[config.mk]
export PLATFORM = sky130hd
export DESIGN_NAME = avalon_uart_master
export DESIGN_NICKNAME = d
export VERILOG_FILES = /design/src/rtl/avalon_uart_master.sv
export SDC_FILE = /design/constraint.sdc
export NUM_CORES = 1
export LEC_CHECK = 0
export ABC_CLOCK_PERIOD_IN_PS = 2350
export BUFFER_PORTS_ARGS = -buffer_cell sky130_fd_sc_hd__buf_2
export CORE_MARGIN = 8
export CORE_UTILIZATION = 25
export DETAILED_ROUTE_END_ITERATION = 6
export GPL_TIMING_DRIVEN = 0
export SYNTH_ARGS = -nofsm -noshare
export SYNTH_HDL_FRONTEND = slang
export SYNTH_SLANG_ARGS = --single-unit
[constraint.sdc]
create_clock -name avc_c1_clk -period 2.35 [get_ports avc_c1_clk]
set_clock_uncertainty 0.15 [all_clocks]
set_input_delay 0.1175 -clock avc_c1_clk [delete_from_list [all_inputs] [get_ports avc_c1_clk]]
set_output_delay 0.1175 -clock avc_c1_clk [all_outputs]
set_load 0.01 [all_outputs]
[src/rtl/avalon_uart_master.sv]
`default_nettype none
// ============================================================================
//  Module      : avalon_uart_master
//  Description : Avalon-MM master that initialises a 16550-style UART, then
//                polls LSR and moves bytes between the UART and a pair of
//                one-byte TX/RX stream buffers.
//  Revision    : 1.0 - initial release
// ============================================================================
module avalon_uart_master #(
   parameter logic [15:0] DIVISOR   = 16'h001B,
   parameter logic [7:0]  LCR_VALUE = 8'h03,
   parameter logic [7:0]  FCR_VALUE = 8'h07
) (
   input  logic       avc_c1_clk,
   input  logic       avc_c1_reset_n,
   // Avalon-MM master towards the UART register file
   output logic [4:0] avm_m1_address,
   output logic [7:0] avm_m1_writedata,
   output logic       avm_m1_write,
   output logic       avm_m1_read,
   input  logic       avm_m1_waitrequest,
   input  logic [7:0] avm_m1_readdata,
   // TX byte stream sink
   input  logic [7:0] asi_tx_data,
   input  logic       asi_tx_valid,
   output logic       asi_tx_ready,
   // RX byte stream source
   output logic [7:0] aso_rx_data,
   output logic       aso_rx_valid,
   input  logic       aso_rx_ready,
   // status
   output logic       init_done,
   output logic       line_err
);

   // UART register byte addresses (register n lives at n<<2)
   localparam logic [4:0] C_ADDR_RBR_THR = 5'h00;
   localparam logic [4:0] C_ADDR_DLM     = 5'h04;
   localparam logic [4:0] C_ADDR_FCR     = 5'h08;
   localparam logic [4:0] C_ADDR_LCR     = 5'h0C;
   localparam logic [4:0] C_ADDR_LSR     = 5'h14;
   localparam logic [7:0] C_LCR_DLAB     = 8'h80;

   typedef enum logic [3:0] {
      S_INIT_LCRD = 4'd0,
      S_INIT_DLL  = 4'd1,
      S_INIT_DLM  = 4'd2,
      S_INIT_LCR  = 4'd3,
      S_INIT_FCR  = 4'd4,
      S_POLL      = 4'd5,
      S_LSR_WAIT  = 4'd6,
      S_RBR       = 4'd7,
      S_RBR_WAIT  = 4'd8,
      S_THR       = 4'd9
   } state_t;

   state_t     r_state;
   logic [4:0] r_address;
   logic [7:0] r_writedata;
   logic       r_write;
   logic       r_read;
   logic       r_init_done;
   logic       r_line_err;
   logic [7:0] r_rx_data;
   logic       r_rx_valid;
   logic [7:0] r_tx_data;
   logic       r_tx_full;
   logic       r_tx_ready;

   logic       w_bus_state;
   logic       w_req_write;
   logic [4:0] w_req_address;
   logic [7:0] w_req_data;
   state_t     w_after_state;
   logic       w_accept;
   logic       w_thr_accept;
   logic       w_fcr_accept;
   logic       w_tx_take;
   logic       w_tx_full_next;
   logic       w_init_done_next;

   // Decode the bus transaction each issuing state performs and where it goes next
   always_comb begin
      w_bus_state   = 1'b1;
      w_req_write   = 1'b1;
      w_req_address = C_ADDR_RBR_THR;
      w_req_data    = 8'h00;
      w_after_state = S_POLL;
      case (r_state)
         S_INIT_LCRD: begin
            w_req_address = C_ADDR_LCR;
            w_req_data    = LCR_VALUE | C_LCR_DLAB;
            w_after_state = S_INIT_DLL;
         end
         S_INIT_DLL: begin
            w_req_address = C_ADDR_RBR_THR;
            w_req_data    = DIVISOR[7:0];
            w_after_state = S_INIT_DLM;
         end
         S_INIT_DLM: begin
            w_req_address = C_ADDR_DLM;
            w_req_data    = DIVISOR[15:8];
            w_after_state = S_INIT_LCR;
         end
         S_INIT_LCR: begin
            w_req_address = C_ADDR_LCR;
            w_req_data    = LCR_VALUE;
            w_after_state = S_INIT_FCR;
         end
         S_INIT_FCR: begin
            w_req_address = C_ADDR_FCR;
            w_req_data    = FCR_VALUE;
            w_after_state = S_POLL;
         end
         S_POLL: begin
            w_req_write   = 1'b0;
            w_req_address = C_ADDR_LSR;
            w_after_state = S_LSR_WAIT;
         end
         S_RBR: begin
            w_req_write   = 1'b0;
            w_req_address = C_ADDR_RBR_THR;
            w_after_state = S_RBR_WAIT;
         end
         S_THR: begin
            w_req_address = C_ADDR_RBR_THR;
            w_req_data    = r_tx_data;
            w_after_state = S_POLL;
         end
         default: begin
            w_bus_state = 1'b0;
         end
      endcase
   end

   // Strobes are only ever high in issuing states, so acceptance needs no state qualifier
   assign w_accept         = (r_read | r_write) & ~avm_m1_waitrequest;
   assign w_thr_accept     = w_accept & (r_state == S_THR);
   assign w_fcr_accept     = w_accept & (r_state == S_INIT_FCR);
   assign w_tx_take        = asi_tx_valid & r_tx_ready;
   // A take needs ready, which implies the buffer is empty, so it never meets a THR accept
   assign w_tx_full_next   = w_tx_take | (r_tx_full & ~w_thr_accept);
   assign w_init_done_next = r_init_done | w_fcr_accept;

   // Main sequencer: init writes, LSR polling, RBR reads, THR writes
   always_ff @(posedge avc_c1_clk or negedge avc_c1_reset_n) begin
      if (!avc_c1_reset_n) begin
         r_state     <= S_INIT_LCRD;
         r_address   <= 5'h00;
         r_writedata <= 8'h00;
         r_write     <= 1'b0;
         r_read      <= 1'b0;
         r_init_done <= 1'b0;
         r_line_err  <= 1'b0;
         r_rx_data   <= 8'h00;
         r_rx_valid  <= 1'b0;
      end else begin
         if (r_rx_valid && aso_rx_ready) begin
            r_rx_valid <= 1'b0;
         end
         case (r_state)
            S_LSR_WAIT: begin
               if (|avm_m1_readdata[4:1]) begin
                  r_line_err <= 1'b1;
               end
               // Receive has priority; a full RX buffer leaves bytes in the UART FIFO
               if (avm_m1_readdata[0] && !r_rx_valid) begin
                  r_state <= S_RBR;
               end else if (avm_m1_readdata[5] && r_tx_full) begin
                  r_state <= S_THR;
               end else begin
                  r_state <= S_POLL;
               end
            end
            S_RBR_WAIT: begin
               r_rx_data  <= avm_m1_readdata;
               r_rx_valid <= 1'b1;
               r_state    <= S_POLL;
            end
            default: begin
               if (!w_bus_state) begin
                  r_state <= S_INIT_LCRD;
               end else if (!(r_read || r_write)) begin
                  // First cycle in an issuing state: launch the request
                  r_address   <= w_req_address;
                  r_writedata <= w_req_data;
                  r_write     <= w_req_write;
                  r_read      <= ~w_req_write;
               end else if (!avm_m1_waitrequest) begin
                  // Accepted: drop strobes, leaving an idle cycle before any readdata sample
                  r_write <= 1'b0;
                  r_read  <= 1'b0;
                  r_state <= w_after_state;
                  if (w_fcr_accept) begin
                     r_init_done <= 1'b1;
                  end
               end
            end
         endcase
      end
   end

   // One-byte TX buffer with a registered ready that mirrors next-cycle occupancy
   always_ff @(posedge avc_c1_clk or negedge avc_c1_reset_n) begin
      if (!avc_c1_reset_n) begin
         r_tx_data  <= 8'h00;
         r_tx_full  <= 1'b0;
         r_tx_ready <= 1'b0;
      end else begin
         if (w_tx_take) begin
            r_tx_data <= asi_tx_data;
         end
         r_tx_full  <= w_tx_full_next;
         r_tx_ready <= w_init_done_next & ~w_tx_full_next;
      end
   end

   assign avm_m1_address   = r_address;
   assign avm_m1_writedata = r_writedata;
   assign avm_m1_write     = r_write;
   assign avm_m1_read      = r_read;
   assign asi_tx_ready     = r_tx_ready;
   assign aso_rx_data      = r_rx_data;
   assign aso_rx_valid     = r_rx_valid;
   assign init_done        = r_init_done;
   assign line_err         = r_line_err;

endmodule
`default_nettype wire

==> out/qor.yml, run 1 <==
place:
  gp_congestion: 0.7933
  hpwl_um: 3018
  port_buffers: 45
  postPlaceCellArea_um2: 2110
  place_ws_ns: 0.5091
setup_path:
  slowest_delay_ns: 0.46
  crit_family: "flip-flops"
  start_kind: "flop"
  startpoint: "r_state[0]"
  crit_chain: "and2b_1 -> nor2_2 -> o21ai_2 -> buf_6 -> mux2_4"
  crit_required_ns: 2.38
  path_max_fanout: 10
  cp_slowest_cell: "dfrtp_1"
  arrival_ns: 1.86
  crit_type: "reg2reg"
  crit_buf_inv: 1
  end_kind: "flop"
  r2r_start: "r_state[0]"
die:
  die_y_um: 99.92
  die_w_um: 99.92
  io_pins: 48
  die_area_um2: 9983
  rows: 30
  start_util: 0.2591
  core_um2: 6794
clocking:
  htreeDepth: 2
  cts.sinks: 38
  post_cts_buffers: 0
  clk_latency_ns: 0.29
  root_buffer: "clkbuf_8"
  cts_made_buffers: 5
  cts_tree: "built"
  hold_buffers: 18
  cts.clk_slew.worst_paths_ns: 0.07
  cts-resized-gates: 0
  ctsLongestPathBuffers: 2
finish:
  multiInputGateArea_um2: 730.7
  nets: 237
  area_delta_synth_final_pct: 34.54
  antennaDiodeCount: 0
  final_area_um2: 2369
  layout-drive-gt1-share: 0.4259
  register_area_um2: 950.9
  fill_cells: 708
synthesis:
  yosys_warnings: 0
  synth_edf_count: 0
  synth_commonest_cells: "dfrtp_1, mux2_2, nand2_1"
  synth.avg_cell_area_um2: 12.14
  seq_area_frac_synth: 0.5402
  async_reset_ff_frac: 1.000
  synthFlopType: "dfrtp_1"
  synth_top_area_frac: 0.5402
  synth_most_common_cell: "dfrtp_1"
  yosysTopAreaCell: "dfrtp_1"
  syn_area_um2: 1760
  ys_types: 43
  syn_inst: 145
  synth.top_cells.by_area: "dfrtp_1, mux2_2, mux2_4"
  yosys_register_bits: 38
min_path:
  min_path_type: "in2reg"
  worstHoldStart: "avm_m1_waitrequest"
grt:
  grt_pass1_vias: 1396
  grt-ovfl-total: 0
  antenna_found_initial: 0
  grt_max_degree: 39
  grt_use_total: 0.08924
  grt_pass1_wl_um: 7079
power_and_ir_drop:
  switchingPower_w: 0.001053
  seqPwrFrac: 0.383
  p_leak_nw: 1.146
  pwr-share-clk: 0.149
  p_comb_frac: 0.468
  power_density_nw_per_um2: 1216
  p_int_w: 0.001828
  peakVddDrop_mv: 0.4417
  switching_share: 0.3655
job:
  drv_cap: 0
detailed_routing:
  first_pass_iters: 4
  ant_nets: 0
  wl_per_cell_um: 13.79
  postRouteWirelength_um: 4303
  vias_per_cell: 4.144
  num_vias: 1293
  drt_iter0_drc: 73
  drc: 0
timing:
  max_slew.worst_pin.slew_ns: 0.8888
  period_needed_ns: 1.831
  max_freq_ghz: 0.5460
  final.period_utilization: 0.7793
  finalHoldViolCount: 0
  timing.final.ws_setup_ns: 0.5186
  final-max-slew-violation-count: 0
  setup_viol: 0
  tns_ns: 0
  slew_headroom: 0.4075
  rsz0062_at_grt: "false"
outcome:
  status: "completed"
cell families (layout without fill, tap and decap cells):
family,count (synthesis),count (layout),synth area share
AO/OA/AOI/OAI,26,26,0.1059
XOR/XNOR,2,2,0.009952
buffers and inverters,15,85,0.04690
flip-flops,38,38,0.5402
multiplexers,29,29,0.1969
other,1,2,0.002130
AND/OR/NAND/NOR,34,34,0.09808
worst register-to-register path, delay by kind of cell, from the launching register on:
family	cells	cell delay, ns
DFF	1	0.46
and+or+nand+nor	2	0.42
muxes	1	0.31
AOI/OAI and AO/OA	1	0.18
buffers and inverters	1	0.20
layout make-up:
class,count,share of cell area
Buffer,8,0.02377
Clock buffer,5,0.02905
Clock inverter,2,0.004226
Inverter,7,0.01109
Multi-Input combinational cell,93,0.3085
Sequential cell,38,0.4015
Tap cell,96,0.05071
Timing Repair Buffer,63,0.1712
layout by cell type (no fill, tap or decap), types with 2 or more instances in the layout:
master          n
mux2_2         17
nor2_2          2
dfrtp_1        38
a21oi_1         6
buf_6           2
inv_1           7
dlygate4sd3_1  18
nor2_1          6
nand2b_1        2
mux2_4          7
nand2_1        12
o21bai_1        2
clkinv_2        2
buf_2          47
nor2b_1         2
xnor2_1         2
mux2i_1         5
buf_4           2
a21o_1          2
clkbuf_8        5
o22ai_1         2
a31oi_1         2
conb_1          2
and2b_1         2
registers in the layout (all words and copies together), names as in the netlist, 3 cells and up:
register          cells
r_state               4
avm_m1_writedata      8
avm_m1_address        3
r_tx_data             8
aso_rx_data           8
per-layer routing:
metal  vias up  wire length [um]  track usage
met3         5               291      0.03460
met2        31              2040       0.1411
met5         -                 0            0
met4         0                44      0.02445
met1       617              1926       0.1099
li1        640                 -            -
stage by stage:
stage / std cells / hold WS, ns / total power (W) / util
after floorplan: 146 / -0.3281 / 0.002054 / -
after global placement: 287 / 0.1441 / 0.002440 / 0.3105
after detailed placement: 287 / 0.1566 / 0.002467 / 0.3105
after CTS: 312 / 0.08569 / 0.002933 / 0.3486
after global routing: 312 / 0.1426 / 0.003107 / 0.3486
final: 312 / 0.08426 / 0.002881 / 0.3486
final timing paths:
path	end	slack, ns	cells past startpoint
hold reg to reg	line_err	0.32	1
hold / removal	avm_m1_write	0.08	3
setup reg to reg	avm_m1_writedata[2]	0.52	5
setup / recovery	avm_m1_writedata[2]	0.52	5
max in group asynchronous	asi_tx_ready	1.15	2
min in group asynchronous	avm_m1_address[2]	0.34	2
power groups by stage:
stage	registers (W)	clock network, W	logic, W
floorplan	0.00118	0	0.000873
global placement	0.00110	0	0.00133
detailed placement	0.00112	0	0.00135
CTS	0.00111	0.000449	0.00138
global route	0.00115	0.000468	0.00149
finish	0.00110	0.000428	0.00135
Note: power is estimated with default switching activity, not from simulation.
==> inputs of run 2 (changes only) <==
Settings changed: ABC_CLOCK_PERIOD_IN_PS 2350 to 1700.
Clock period 2.35 ns to 1.7 ns, I/O delays scaled along.
==> run 2 against run 1 <==
- clock power up 38%
- worst setup slack worse by 0.53 ns
- power up 47%
- utilization up 1.3 points
- the run now ends with setup timing left
- wire length up 3.9%
==> out/qor.yml, run 2 (synthesis results as in run 1) <==
place:
  gp_congestion: 0.7933
  place_ws_ns: -0.1409
  port_buffers: 45
  postPlaceCellArea_um2: 2110
  hpwl_um: 3018
die:
  start_util: 0.2591
  core_um2: 6794
  die_y_um: 99.92
  die_w_um: 99.92
  die_area_um2: 9983
  io_pins: 48
  rows: 30
outcome:
  violations: "setup timing"
  status: "complete, but fails checks"
finish:
  final_area_um2: 2460
  nets: 242
  fill_cells: 699
  layout_commonest_cell: "buf_2"
  multiInputGateArea_um2: 777.0
  area_delta_synth_final_pct: 39.73
  register_area_um2: 952.2
  most-common-layout-cells: "buf_2, dfrtp_1, dlygate4sd3_1, mux2_2, nand2_1"
  layout-drive-gt1-share: 0.4661
  antennaDiodeCount: 0
detailed_routing:
  postRouteWirelength_um: 4470
  first_pass_iters: 4
  drt_iter0_drc: 82
  drc: 0
  wl_per_cell_um: 14.10
  ant_nets: 0
  num_vias: 1337
  vias_per_cell: 4.218
clocking:
  root_buffer: "clkbuf_8"
  cts.sinks: 38
  ctsLongestPathBuffers: 2
  cts.clk_slew.worst_paths_ns: 0.08
  htreeDepth: 2
  clk_latency_ns: 0.29
  cts_made_buffers: 5
  cts_tree: "built"
setup_path:
  end_kind: "flop"
  crit_required_ns: 1.73
  path_max_fanout: 6
  worst-r2r-cell-count: 5
  arrival_ns: 1.74
  start_kind: "flop"
  crit_type: "reg2reg"
timing:
  max_freq_ghz: 0.5831
  max_slew.worst_pin.slew_ns: 0.8957
  rsz0062_at_grt: "true"
  period_needed_ns: 1.715
  tns_ns: -0.04423
  fin_hold_ws_ns: 0.05270
  final-max-slew-violation-count: 0
  timing.final.ws_setup_ns: -0.01510
  finalHoldViolCount: 0
  final.period_utilization: 1.009
  setup_viol: 3
  slew_headroom: 0.4029
grt:
  antenna_found_initial: 0
  grt_use_total: 0.08982
  grt_max_degree: 39
  grt_pass1_wl_um: 7155
  grt-ovfl-total: 0
  grt_pass1_vias: 1409
power_and_ir_drop:
  p_leak_nw: 1.184
  power_w: 0.004221
  power_density_nw_per_um2: 1716
  peakVddDrop_mv: 0.6186
min_path:
  holdPathStages: 3
  min_path_type: "in2reg"
job:
  drv_cap: 0
==> run 2: worst max-delay path: stages (launching register included) <==
cell,delay [ns]
dfrtp_2,0.46
and2b_2,0.27
nor2_2,0.06
o21ai_4,0.18
buf_4,0.19
mux2_4,0.30
==> run 2: routing by layer <==
layer,wire [um],GRT usage,share of wire
met1,1979,0.1112,0.44
met2,2148,0.1416,0.48
met3,298,0.03460,0.067
met4,44,0.02445,0.0098
met5,0,0,0
==> run 2: timing repair <==
action,4_1_cts,5_1_grt
buffers inserted,3,1
cloned,0,1
hold buffers,18,0
endpoints found under the hold margin,55,0
endpoints found under the setup margin,16,19
pin swaps,1,3
gates resized for setup,8,9
==> run 2: where the power goes <==
group | leakage [nW] | internal [W] | switching [W]
Sequential | 0.471 | 0.00130 | 0.000230
Combinational | 0.669 | 0.00110 | 0.00100
Clock | 0.0438 | 0.000276 | 0.000316
==> run 2: worst paths after layout <==
kind                                    start                  end  slack, ns
min in group asynchronous      avc_c1_reset_n    avm_m1_address[2]       0.32
min                        avm_m1_waitrequest         avm_m1_write       0.05
min reg2reg                          line_err             line_err       0.32
max in group asynchronous      avc_c1_reset_n           r_state[0]       0.48
max reg2reg                        r_state[0]  avm_m1_writedata[0]      -0.02
max                                r_state[0]  avm_m1_writedata[0]      -0.02
==> run 2: layout make-up <==
cell class / count / share of cell area
clock inverter: 2 / 0.004069
inverter: 7 / 0.01068
timing repair buffer: 68 / 0.1816
buffer: 8 / 0.02391
tap: 96 / 0.04883
multi-input combinational: 93 / 0.3159
clock buffer: 5 / 0.02798
sequential: 38 / 0.3871
==> run 2: metrics by stage <==
stage          cells  utilization
6_report         317       0.3621
5_1_grt          317       0.3621
4_1_cts          315       0.3560
3_5_place_dp     287       0.3105
3_3_place_gp     287       0.3105
2_1_floorplan    146            -
